File: config.mk
export PLATFORM = sky130hd
export DESIGN_NAME = cdb_arbiter
export DESIGN_NICKNAME = d
export VERILOG_FILES = /design/src/rtl/cdb_arbiter.sv
export SDC_FILE = /design/constraint.sdc
export NUM_CORES = 1
export LEC_CHECK = 0
export BUFFER_PORTS_ARGS = -buffer_cell sky130_fd_sc_hd__buf_2
export CAP_MARGIN = 20
export CORE_UTILIZATION = 40
export CTS_CLUSTER_DIAMETER = 200
export DETAILED_ROUTE_END_ITERATION = 16
export GPL_TIMING_DRIVEN = 0
export HOLD_SLACK_MARGIN = 0.12
export SYNTH_ARGS = -nofsm -noshare
export SYNTH_HDL_FRONTEND = slang
export SYNTH_SLANG_ARGS = --single-unit
File: constraint.sdc
create_clock -name clk_in -period 3.6 [get_ports clk_in]
set_input_delay 0.18 -clock clk_in [delete_from_list [all_inputs] [get_ports clk_in]]
set_output_delay 0.18 -clock clk_in [all_outputs]
set_load 0.005 [all_outputs]
File: src/rtl/cdb_arbiter.sv
// -----------------------------------------------------------------------------
// cdb_arbiter
//
// Purpose:
//   Shares the single common data bus (CDB) between N_SRC result producers.
//   Each producer owns a one-entry holding buffer. A round-robin scheduler picks
//   one buffered result per cycle and drives it as a registered broadcast
//   (valid/tag/data) to every tag-snooping consumer. A result sits in its
//   buffer for at least one cycle. With N_SRC sources competing, it waits at
//   most N_SRC cycles.
//
// Parameters:
//   Q_WIDTH      ROB tag width; tag 0 is reserved ("no dependency")
//   N_SRC        number of producers (>= 2)
//
// Ports:
//   clk_in       clock, all state updates on posedge
//   rst_in       asynchronous active-high reset
//   rdy_in       global ready; 0 freezes every register
//   flush_in     mispredict flush; discards all pending results
//   req_valid    per-source result valid
//   req_tag      per-source ROB tag, source i at [i*Q_WIDTH +: Q_WIDTH]
//   req_data     per-source result, source i at [i*32 +: 32]
//   req_ready    per-source accept (transfer when valid & ready)
//   cdb_valid    registered broadcast valid
//   cdb_tag      registered broadcast ROB tag
//   cdb_data     registered broadcast value
//   pending_cnt  number of occupied holding buffers
// -----------------------------------------------------------------------------
module cdb_arbiter #(
    parameter  int Q_WIDTH = 4,
    parameter  int N_SRC   = 2,
    localparam int PTR_W   = (N_SRC > 1) ? $clog2(N_SRC) : 1,
    localparam int CNT_W   = $clog2(N_SRC + 1)
) (
    input  logic                       clk_in,
    input  logic                       rst_in,
    input  logic                       rdy_in,
    input  logic                       flush_in,
    input  logic [N_SRC-1:0]           req_valid,
    input  logic [N_SRC*Q_WIDTH-1:0]   req_tag,
    input  logic [N_SRC*32-1:0]        req_data,
    output logic [N_SRC-1:0]           req_ready,
    output logic                       cdb_valid,
    output logic [Q_WIDTH-1:0]         cdb_tag,
    output logic [31:0]                cdb_data,
    output logic [CNT_W-1:0]           pending_cnt
);

    logic [N_SRC-1:0]                 bufValid_q, bufValid_d;
    logic [N_SRC-1:0][Q_WIDTH-1:0]    bufTag_q, bufTag_d;
    logic [N_SRC-1:0][31:0]           bufData_q, bufData_d;
    logic [PTR_W-1:0]                 rrPtr_q, rrPtr_d;
    logic                             cdbValid_q, cdbValid_d;
    logic [Q_WIDTH-1:0]               cdbTag_q, cdbTag_d;
    logic [31:0]                      cdbData_q, cdbData_d;

    logic [N_SRC-1:0]                 grantVec;
    logic                             grantAny;
    logic [PTR_W-1:0]                 grantIdx;
    logic [N_SRC-1:0]                 acceptVec;
    logic [CNT_W-1:0]                 pendingCount;

    // Round-robin grant: walk the buffers starting at rrPtr_q, wrapping around,
    // and take the first occupied one. Only one grant is possible per cycle.
    always_comb begin
        int               idx;
        logic [PTR_W-1:0] idxSel;
        grantVec = '0;
        grantAny = 1'b0;
        grantIdx = '0;
        idx      = 0;
        idxSel   = '0;
        for (int k = 0; k < N_SRC; k++) begin
            idx    = (int'(rrPtr_q) + k) % N_SRC;
            idxSel = PTR_W'(idx);
            if (!grantAny && bufValid_q[idxSel]) begin
                grantAny         = 1'b1;
                grantIdx         = idxSel;
                grantVec[idxSel] = 1'b1;
            end
        end
    end

    // A source may hand over a result when its buffer is empty, or when that
    // buffer is draining onto the bus this very cycle. That lets one source
    // stream a result every cycle. Reset, flush and stall all block acceptance.
    assign req_ready = {N_SRC{rdy_in & ~flush_in & ~rst_in}} & (~bufValid_q | grantVec);
    assign acceptVec = req_valid & req_ready;

    // Next-state computation. The broadcast drains the granted buffer first.
    // New arrivals are applied afterwards, so a refill of the granted buffer
    // wins over its clear. Tag-0 results are accepted but never stored, so
    // they can never reach the bus.
    always_comb begin
        bufValid_d = bufValid_q;
        bufTag_d   = bufTag_q;
        bufData_d  = bufData_q;
        rrPtr_d    = rrPtr_q;
        cdbValid_d = 1'b0;
        cdbTag_d   = cdbTag_q;
        cdbData_d  = cdbData_q;

        if (grantAny) begin
            cdbValid_d           = 1'b1;
            cdbTag_d             = bufTag_q[grantIdx];
            cdbData_d            = bufData_q[grantIdx];
            bufValid_d[grantIdx] = 1'b0;
            rrPtr_d              = (int'(grantIdx) == N_SRC - 1) ? '0 : grantIdx + 1'b1;
        end

        for (int j = 0; j < N_SRC; j++) begin
            if (acceptVec[j]) begin
                bufTag_d[j]   = req_tag[j*Q_WIDTH +: Q_WIDTH];
                bufData_d[j]  = req_data[j*32 +: 32];
                bufValid_d[j] = (req_tag[j*Q_WIDTH +: Q_WIDTH] != '0);
            end
        end
    end

    // State registers. Flush overrides the global stall. It empties the
    // buffers and kills the broadcast, but leaves the round-robin pointer
    // where it was. With rdy_in low, everything holds, including cdb_valid.
    // The frozen consumers therefore see the held broadcast exactly once.
    always_ff @(posedge clk_in or posedge rst_in) begin
        if (rst_in) begin
            bufValid_q <= '0;
            bufTag_q   <= '0;
            bufData_q  <= '0;
            rrPtr_q    <= '0;
            cdbValid_q <= 1'b0;
            cdbTag_q   <= '0;
            cdbData_q  <= '0;
        end else if (flush_in) begin
            bufValid_q <= '0;
            cdbValid_q <= 1'b0;
        end else if (rdy_in) begin
            bufValid_q <= bufValid_d;
            bufTag_q   <= bufTag_d;
            bufData_q  <= bufData_d;
            rrPtr_q    <= rrPtr_d;
            cdbValid_q <= cdbValid_d;
            cdbTag_q   <= cdbTag_d;
            cdbData_q  <= cdbData_d;
        end
    end

    // Occupancy count is a pure function of the buffer valid bits.
    always_comb begin
        pendingCount = '0;
        for (int i = 0; i < N_SRC; i++) begin
            pendingCount = pendingCount + CNT_W'(bufValid_q[i]);
        end
    end

    assign cdb_valid   = cdbValid_q;
    assign cdb_tag     = cdbTag_q;
    assign cdb_data    = cdbData_q;
    assign pending_cnt = pendingCount;

endmodule

After elaboration in Yosys (flattened, before gate mapping)
Index checks and enable logic that the tools add are counted.

Logic and storage cells: 74. Input port bits: 78. Flip-flop bits (word level): 112. Output and inout bits: 41.

Muxes and demuxes: 29. Magnitude comparators: 6. Reduce and logical (&&, ||, !) cells: 15. Bitwise logic cells: 11. Add/subtract/negate cells: 3.

Operators with widths (number): 2-to-1 mux 32 bit (2); 2-to-1 mux 1 bit (17); 2-to-1 mux 2 bit (5); AND reduction 3 bit (3); 2-to-1 mux 4 bit (2); nonzero test 4 bit (2); AND 2 bit (3); < comparator 1 x 2 -> 1 bit (second input constant) (3); nonzero test 3 bit (2); logical AND 1 bit (4); inverter 2 bit (2); OR 2 bit (2); AND reduction 2 bit (2); demux 1 bit (select 1 bit) (3); >= comparator 1 bit (second input constant) (3); adder 1 bit (second input constant) (2); adder 1 x 1 -> 2 bit (1); AND 1 bit (2); inverter 1 bit (2); nonzero test 2 bit (1); zero test 1 bit (1).

Longest topological paths before layout
Gate-level depths: netlist of the first run.

Word-level depth: 16. Gate-level depth with buffers: 5. Gate-level depth less buffers: 3.

Worst setup path after synthesis of the first run
Ideal clock, no wire load.

Path type: input to output. Start: in rst_in. End: out req_ready[0]. Setup slack: 464 ps. Buffers on the path: 0. Cell stages on the path: 2. Arrival time: 2956 ps. Required time: 3420 ps. Path through: inv_1 > and3_1.

Cells in the longest elaborated chain, start to end: 3.

Ends and longest elaborated chain: start: declaration (line 37) `input logic rst_in,`; inverter 1 bit (line 88) `assign req_ready = {N_SRC{rdy_in & ~flush_in & ~rst_in}} & (~bufValid_q | grantVec);`; AND 1 bit (line 88); AND 2 bit (line 88); end: declaration (line 43) `output logic [N_SRC-1:0] req_ready,`.

No other way between the ends.

Worst setup path after layout of the first run
Start: in rst_in. End: out req_ready[1].

The elaborated chain is that of the path after synthesis.

==> summary.txt, run 1 <==
Floorplanning
  • Core Region: 12,100 µm²
  • Die height: 114 µm
  • Die area: 13,000 µm²
  • Die X: 114 µm
  • Initial Util: 0.414
  • Top-level I/O count: about 120
  • FP Rows: 40

Setup path
  • Setup crit start kind: input pin
  • Crit path kind: input pin to primary output
  • WP data arrival: 1.75 ns
  • Endpoint class of the critical path: primary output
  • Required time worst endpoint: between 3 and 4 ns
  • Crit Path Max Fanout: 56

Timing
  • Fin crit share: 0.537
  • RSZ-0062 raised after global routing: no
  • Final Skew: approximately 0.006 ns
  • Worst Tran Pin Value: about 0.7 ns
  • Slew Viols, Final: 0
  • Endpoints failing hold: 0
  • Slew Limit Headroom: 0.536
  • # setup viols final: 0
  • FMAX: 517 MHz
  • Min Clock Period, post-route: 1.93 ns
  • Fin worst setup slack: ~1.7 ns

Pwr
  • Leakage: 0.00325 µW
  • Power density over cell area: 528 nW/µm²
  • Peak supply drop: 0.262 mV
  • Total Power Consumption: between 3000 and 4000 µW

CTS
  • Post-CTS Setup Inserts: 0
  • CTS max path bufs: 2
  • Reg clk slew, reported paths: 0.07 ns
  • Inserted Clock Buffers: 9
  • Sinks on the clock net: 112
  • H-tree Lvls: 3
  • Worst skew pair latency: 0.35 ns
  • CTS Hold Bufs: 76
  • # resized after CTS: 0
  • Root Driver: clkbuf_16
  • CTS tree: built

Placed design
  • Worst slack, placed: 1.89 ns
  • Placed Cells: 637
  • Post-DP HPWL: 8280 µm
  • Routability Congestion: ~0.74
  • Port Buffers: 118

Logic synthesis
  • Yosys warns: 0
  • Count of cell types in the netlist: 24
  • Seq cells post-synth: around 110
  • Net Count, Synth: around 430
  • Leading area contributor after synthesis: dfrtp_1
  • Top cells by area, synth: dfrtp_1, mux2_4, a311oi_1, a2bb2oi_1, o21ai_0
  • Top cell type's share of synthesized area: 0.559
  • Synth Cell Area: approximately 5000 µm²
  • Syn Area/Cell: 14.3 µm²
  • Synthesized instance count: 350
  • Seq/Total Area, Yosys: 0.559

Job
  • # Max-Cap Violations: 0

GRT
  • First-pass GRT wire length: 20,800 µm
  • GRT Util Overall: 0.211
  • Largest net degree at the start of global routing: 60
  • Total grt overflow: 0
  • Initial antenna violation count: 0
  • Vias in the first global route: 4,021

Min path
  • Min-Delay Path Class: input pin to flop

Detailed routing
  • WL/cell: 17.4 µm
  • Vias: 3,741
  • Pre-Repair DR Iteration Count: 4
  • Initial DRC count: 126
  • Residual DRC: 0
  • Vias per cell: 5.15
  • Routed wire length: between 10,000 and 15,000 µm
  • Post-route ant nets: 0

Cells and area
  • Layout Cells excl Fill: ~730
  • Fin util: 0.571
  • Most frequent cells in the layout: buf_2, dfrtp_1, dlygate4sd3_1
  • Layout Nets: roughly 640
  • Area Overhead vs Synth: 37.9%
  • Share of layout cells above drive strength 1: 0.401
  • Layout fillers: 1,014
  • Most common cell after layout, fill and taps aside: buf_2
  • Antenna diodes: 0

Outcome
  • Status: finished, final reports clean
sequential cells by signal, summed over array words and instances (netlist names):
signal	cells
bufData_q	64
cdb_data	32
bufTag_q	8
cdb_tag	4
bufValid_q	2
cdb_valid	1
rrPtr_q	1
Yosys cell counts:
library cell  count
mux2_4           60
nand3_1           1
and3_1            2
nand3_4           2
nor2_2            2
and2b_2           1
a311oi_1         38
a2bb2oi_1        36
inv_1             2
buf_2             8
o41ai_1           2
nor2b_1           3
clkbuf_1         15
buf_6             6
o21ai_0          35
a21o_1            1
nor2_1            3
o21ai_1           3
ha_1              1
buf_1             2
nand3b_1          1
dfrtp_1         112
mux2_2           12
nand2b_1          2
final timing paths:
path,from,to,slack (ns),cells past startpoint
max reg2reg,bufValid_q[0],cdb_data[1],1.87,5
min reg2reg,cdb_valid,cdb_valid,0.48,1
max,rst_in,req_ready[1],1.67,5
min in group asynchronous,rst_in,bufValid_q[0],0.52,3
min,req_valid[1],bufValid_q[1],0.28,4
max in group asynchronous,rst_in,bufData_q[51],2.37,4
routing by layer:
metal,vias to the layer above,share of wire,track usage
li1,1758,-,-
met1,1857,0.47,0.276
met2,111,0.48,0.351
met3,15,0.040,0.0494
met4,0,0.012,0.0571
met5,-,0,0
cells by family (layout without fill, tap and decap cells):
logic type,count (synthesis),count (layout),share of synthesized area
compound gates,115,115,0.172
fa+ha+maj,1,1,0.00249
buf+inv,33,242,0.0357
flops,112,112,0.559
mux,72,72,0.206
simple gates,17,17,0.0247
final cells by class:
cell class,count,area [µm²],area share
timing repair buffer,195,1380,0.199
buffer,31,171,0.0248
sequential,112,2800,0.405
multi-input combinational,205,2040,0.294
clock buffer,11,243,0.0351
inverter,2,10.0,0.00145
clock inverter,3,67.6,0.00976
tap,168,210,0.0304
report_power, final:
part	total (µW)	switching, µW	internal [µW]
Combinational	848	313	535
Sequential	1770	194	1570
Clock	1040	420	621
critical path, cell delays in order:
cell and delay, ns:
dlygate4sd3_1 0.54, buf_2 0.15, inv_4 0.50, and3_1 0.26, buf_2 0.12
through the flow:
step | instance area (µm²) | TNS [ns] | hold slack [ns]
after floorplan | 5020 | 0 | 0.246
after global placement | 5820 | -83.37 | 0.392
after detailed placement | 5850 | 0 | 0.362
after CTS | 6920 | 0 | 0.267
after global routing | 6920 | 0 | 0.319
final | 6920 | 0 | 0.279
(Power assumes the default switching activity.)
==> run 2, diff against run 1 <==
--- a/config.mk
+++ b/config.mk
@@ -5,6 +5,7 @@
 export SDC_FILE = /design/constraint.sdc
 export NUM_CORES = 1
 export LEC_CHECK = 0
+export ABC_AREA = 1
 export BUFFER_PORTS_ARGS = -buffer_cell sky130_fd_sc_hd__buf_2
 export CAP_MARGIN = 20
 export CORE_UTILIZATION = 40
==> constraint.sdc (replaced) <==
create_clock -name clk_in -period 1.9 [get_ports clk_in]
set_input_delay 0.095 -clock clk_in [delete_from_list [all_inputs] [get_ports clk_in]]
set_output_delay 0.095 -clock clk_in [all_outputs]
set_load 0.005 [all_outputs]
==> run 2 against run 1 <==
  * The run now ends with DRC left
  * Global-route usage hardly changed
  * Register-to-register slack worse by 1.5 ns
  * Worst hold slack worse by 0.11 ns
  * Final cell count is 25% higher
  * Critical path depth is 1 higher
  * Count of clock-buffer cells in the layout is 1 lower
  * Critical path type is now flop to primary output
  * Largest cell class unchanged
==> summary.txt, run 2 <==
Cells and area
  • Most common cell after layout, fill and taps aside: nand2_1
  • Fin util: 0.581 (+0.00937)
  • Most frequent cells in the layout: nand2_1, buf_2, dfrtp_1
  • Area Overhead vs Synth: 39.2%
  • Max reg flops: 64 (unchanged)
  • Antenna diodes: 0 (unchanged)
  • Layout Cells excl Fill: 907 (+25%)
  • Layout Nets: 838 (+32%)
  • Share of layout cells above drive strength 1: 0.224 (-0.177)
  • Finished Cell Area: 6720 µm² (-2.9%)
  • Register with the most flip-flops: bufData_q

CTS
  • Sinks on the clock net: 112 (unchanged)
  • Reg clk slew, reported paths: 0.07 ns (about the same)
  • CTS tree: built
  • H-tree Lvls: 3 (unchanged)
  • Worst skew pair latency: 0.35 ns (about the same)
  • Inserted Clock Buffers: 9 (unchanged)
  • Root Driver: clkbuf_16
  • CTS max path bufs: 2 (unchanged)

Min path
  • Min-Delay Path Class: input pin to flop

Pwr
  • Leakage: 0.00363 µW (+12%)
  • Peak supply drop: 0.591 mV (+130%)
  • Comb pwr share: 0.179 (-0.053)
  • Pint: 4560 µW (+67%)
  • Switching Power: 1750 µW (+89%)
  • Switch share: 0.278 (+0.0241)
  • Clk network pwr share: 0.311 (+0.026)
  • Power density over cell area: 939 nW/µm² (+78%)
  • Reg power frac: 0.510 (+0.027)

Floorplanning
  • Die height: 112 µm (-1.9%)
  • FP Rows: 39 (-2.5%)
  • Die area: 12,500 µm² (-3.8%)
  • Initial Util: 0.417 (+0.00292)
  • Core Region: 11,600 µm² (-4.5%)
  • Top-level I/O count: 119 (unchanged)
  • Die X: 112 µm (-1.9%)

Placed design
  • Port Buffers: 118 (unchanged)
  • Worst slack, placed: 0.0129 ns (-1.88 ns)
  • Placed Cells: 815 (+28%)
  • Placed inst area: 5640 µm² (-3.6%)
  • Routability Congestion: 0.812 (+10%)
  • Post-DP HPWL: 8270 µm (about the same)

Timing
  • Final Skew: 0.0108 ns (+0.00499 ns)
  • Fin crit share: 0.924
  • Worst Tran Pin Value: 0.494 ns (-0.202 ns)
  • Endpoints failing hold: 0 (unchanged)
  • Slew Limit Headroom: 0.671 (+0.135)
  • Setup TNS: 0 ns (unchanged)
  • # setup viols final: 0 (unchanged)
  • Fin worst setup slack: 0.145 ns (-1.52 ns)
  • Min Clock Period, post-route: about 1.8 ns
  • Slew Viols, Final: 0 (unchanged)
  • FMAX: 570 MHz
  • RSZ-0062 raised after global routing: no

Detailed routing
  • Residual DRC: 6 (+6)
  • Initial DRC count: 269 (+110%)
  • Routed wire length: 12,500 µm (-1.7%)
  • Post-route ant nets: 0 (unchanged)
  • Pre-Repair DR Iteration Count: 11 (+7)
  • Vias per cell: 4.75 (-7.6%)
  • Vias: 4,312 (+15%)
  • WL/cell: 13.7 µm (-21%)

Logic synthesis
  • Count leader, synth: nand2_1
  • Leading area contributor after synthesis: dfrtp_1
  • Seq cells post-synth: 112 (unchanged)
  • Synthesized instance count: 552 (+58%)
  • Top cells by area, synth: dfrtp_1, o21ai_1, nand2_1, inv_1, o21ai_0
  • Count of cell types in the netlist: 19 (-21%)
  • Post-synth ARST share: 1.00 (unchanged)
  • Net Count, Synth: 631 (+47%)
  • Number of flops mapped to enable cells by yosys: 0 (unchanged)
  • Synth Flop Type: dfrtp_1
  • Syn Area/Cell: 8.74 µm² (-39%)
  • Post-synth top cells: nand2_1, dfrtp_1, o21ai_1
  • Synth Cell Area: 4820 µm² (-3.8%)
  • Yosys warns: 0 (unchanged)
  • Top cell type's share of synthesized area: 0.581 (+0.0223)
  • Seq/Total Area, Yosys: 0.581 (+0.0223)

Setup path
  • WP data arrival: 1.66 ns (-0.09 ns)
  • Endpoint class of the critical path: primary output
  • Slowest stage delay, CP: 0.44 ns (-0.10 ns)
  • CP max-delay cell: dfrtp_2
  • CP delay by family, top: buffers and inverters
  • Most common cell on crit path: inv_2
  • Setup crit start kind: flop
  • Required time worst endpoint: 1.80 ns (-1.62 ns)
  • Crit Path Max Fanout: 10 (-82%)
  • Worst-path cell chain: inv_2 -> o21ai_2 -> inv_2 -> buf_6 -> a21oi_1 -> buf_2
  • Crit path kind: flop to primary output
  • Buffers plus inverters on the worst setup path: 4 (unchanged)

Job
  • # Max-Cap Violations: 0 (unchanged)

GRT
  • Total grt overflow: 0 (unchanged)
  • GRT Util Overall: 0.211 (+0.000232)
  • Initial antenna violation count: 0 (unchanged)
  • First-pass GRT wire length: 20,700 µm (-0.26%)
  • Largest net degree at the start of global routing: 44 (-27%)
  • Vias in the first global route: 4,301 (+7.0%)

Outcome
  • Violated checks: DRC
  • Status: complete, but fails checks
-- run 2: per-stage QoR --
step	power, µW	hold slack, ns
global route	6670	0.209
detailed placement	4270	0.335
global placement	4220	0.331
finish	6310	0.173
floorplan	3760	0.225
CTS	6340	0.173
-- run 2: what timing repair did --
| action | 4_1_cts | 5_1_grt |
|---|---|---|
| gates resized for setup | 0 | 1 |
| hold buffers | 76 | 0 |
| buffers inserted | 0 | 0 |
| endpoints found under the hold margin | 110 | 0 |
| setup endpoints to repair | 0 | 2 |
-- run 2: layout make-up --
type / instances / area (µm²)
clock buffer: 10 / 229
inverter: 84 / 319
tap: 143 / 179
sequential: 112 / 2800
clock inverter: 6 / 76.3
timing repair buffer: 196 / 1400
buffer: 30 / 258
multi-input combinational: 326 / 1450
fill: 1026 / 4850
-- run 2: logic make-up after synthesis --
| group | after synthesis | synth area share |
|---|---|---|
| compound gates | 151 | 0.160 |
| simple gates | 174 | 0.138 |
| buf+inv | 114 | 0.119 |
| fa+ha+maj | 1 | 0.00259 |
| flops | 112 | 0.581 |
-- run 2: power by group through the flow --
| stage | Combinational [µW] | Sequential, µW | Clock [µW] |
|---|---|---|---|
| 2_1_floorplan | 551 | 3210 | 0 |
| 3_3_place_gp | 979 | 3240 | 0 |
| 3_5_place_dp | 1020 | 3250 | 0 |
| 4_1_cts | 1140 | 3210 | 1990 |
| 5_1_grt | 1300 | 3280 | 2090 |
| 6_report | 1130 | 3220 | 1960 |
-- run 2: metal layers --
layer / part of all wire / up-vias / track usage
met5: 0 / - / 0
met4: 0.013 / 0 / 0.0658
met3: 0.048 / 16 / 0.0386
li1: - / 2145 / -
met2: 0.46 / 112 / 0.340
met1: 0.47 / 2039 / 0.289
-- run 2: final timing paths --
kind,endpoint,start,cells past startpoint,slack (ns)
hold / removal,bufValid_q[0],req_valid[0],7,0.17
hold reg to reg,bufTag_q[3],bufTag_q[3],2,0.48
setup reg to reg,cdb_data[9],bufValid_q[1],6,0.36
max in group asynchronous,bufData_q[58],rst_in,4,1.20
setup / recovery,req_ready[0],bufValid_q[0],6,0.15
min in group asynchronous,bufData_q[44],rst_in,4,0.47
-- run 2: tightest hold or removal path, delay by kind of cell --
| kind | cells | cell delay, ns |
|---|---|---|
| AOI/OAI and AO/OA | 1 | 0.06 |
| buffers and inverters | 2 | 0.16 |
| and+or+nand+nor | 4 | 0.16 |
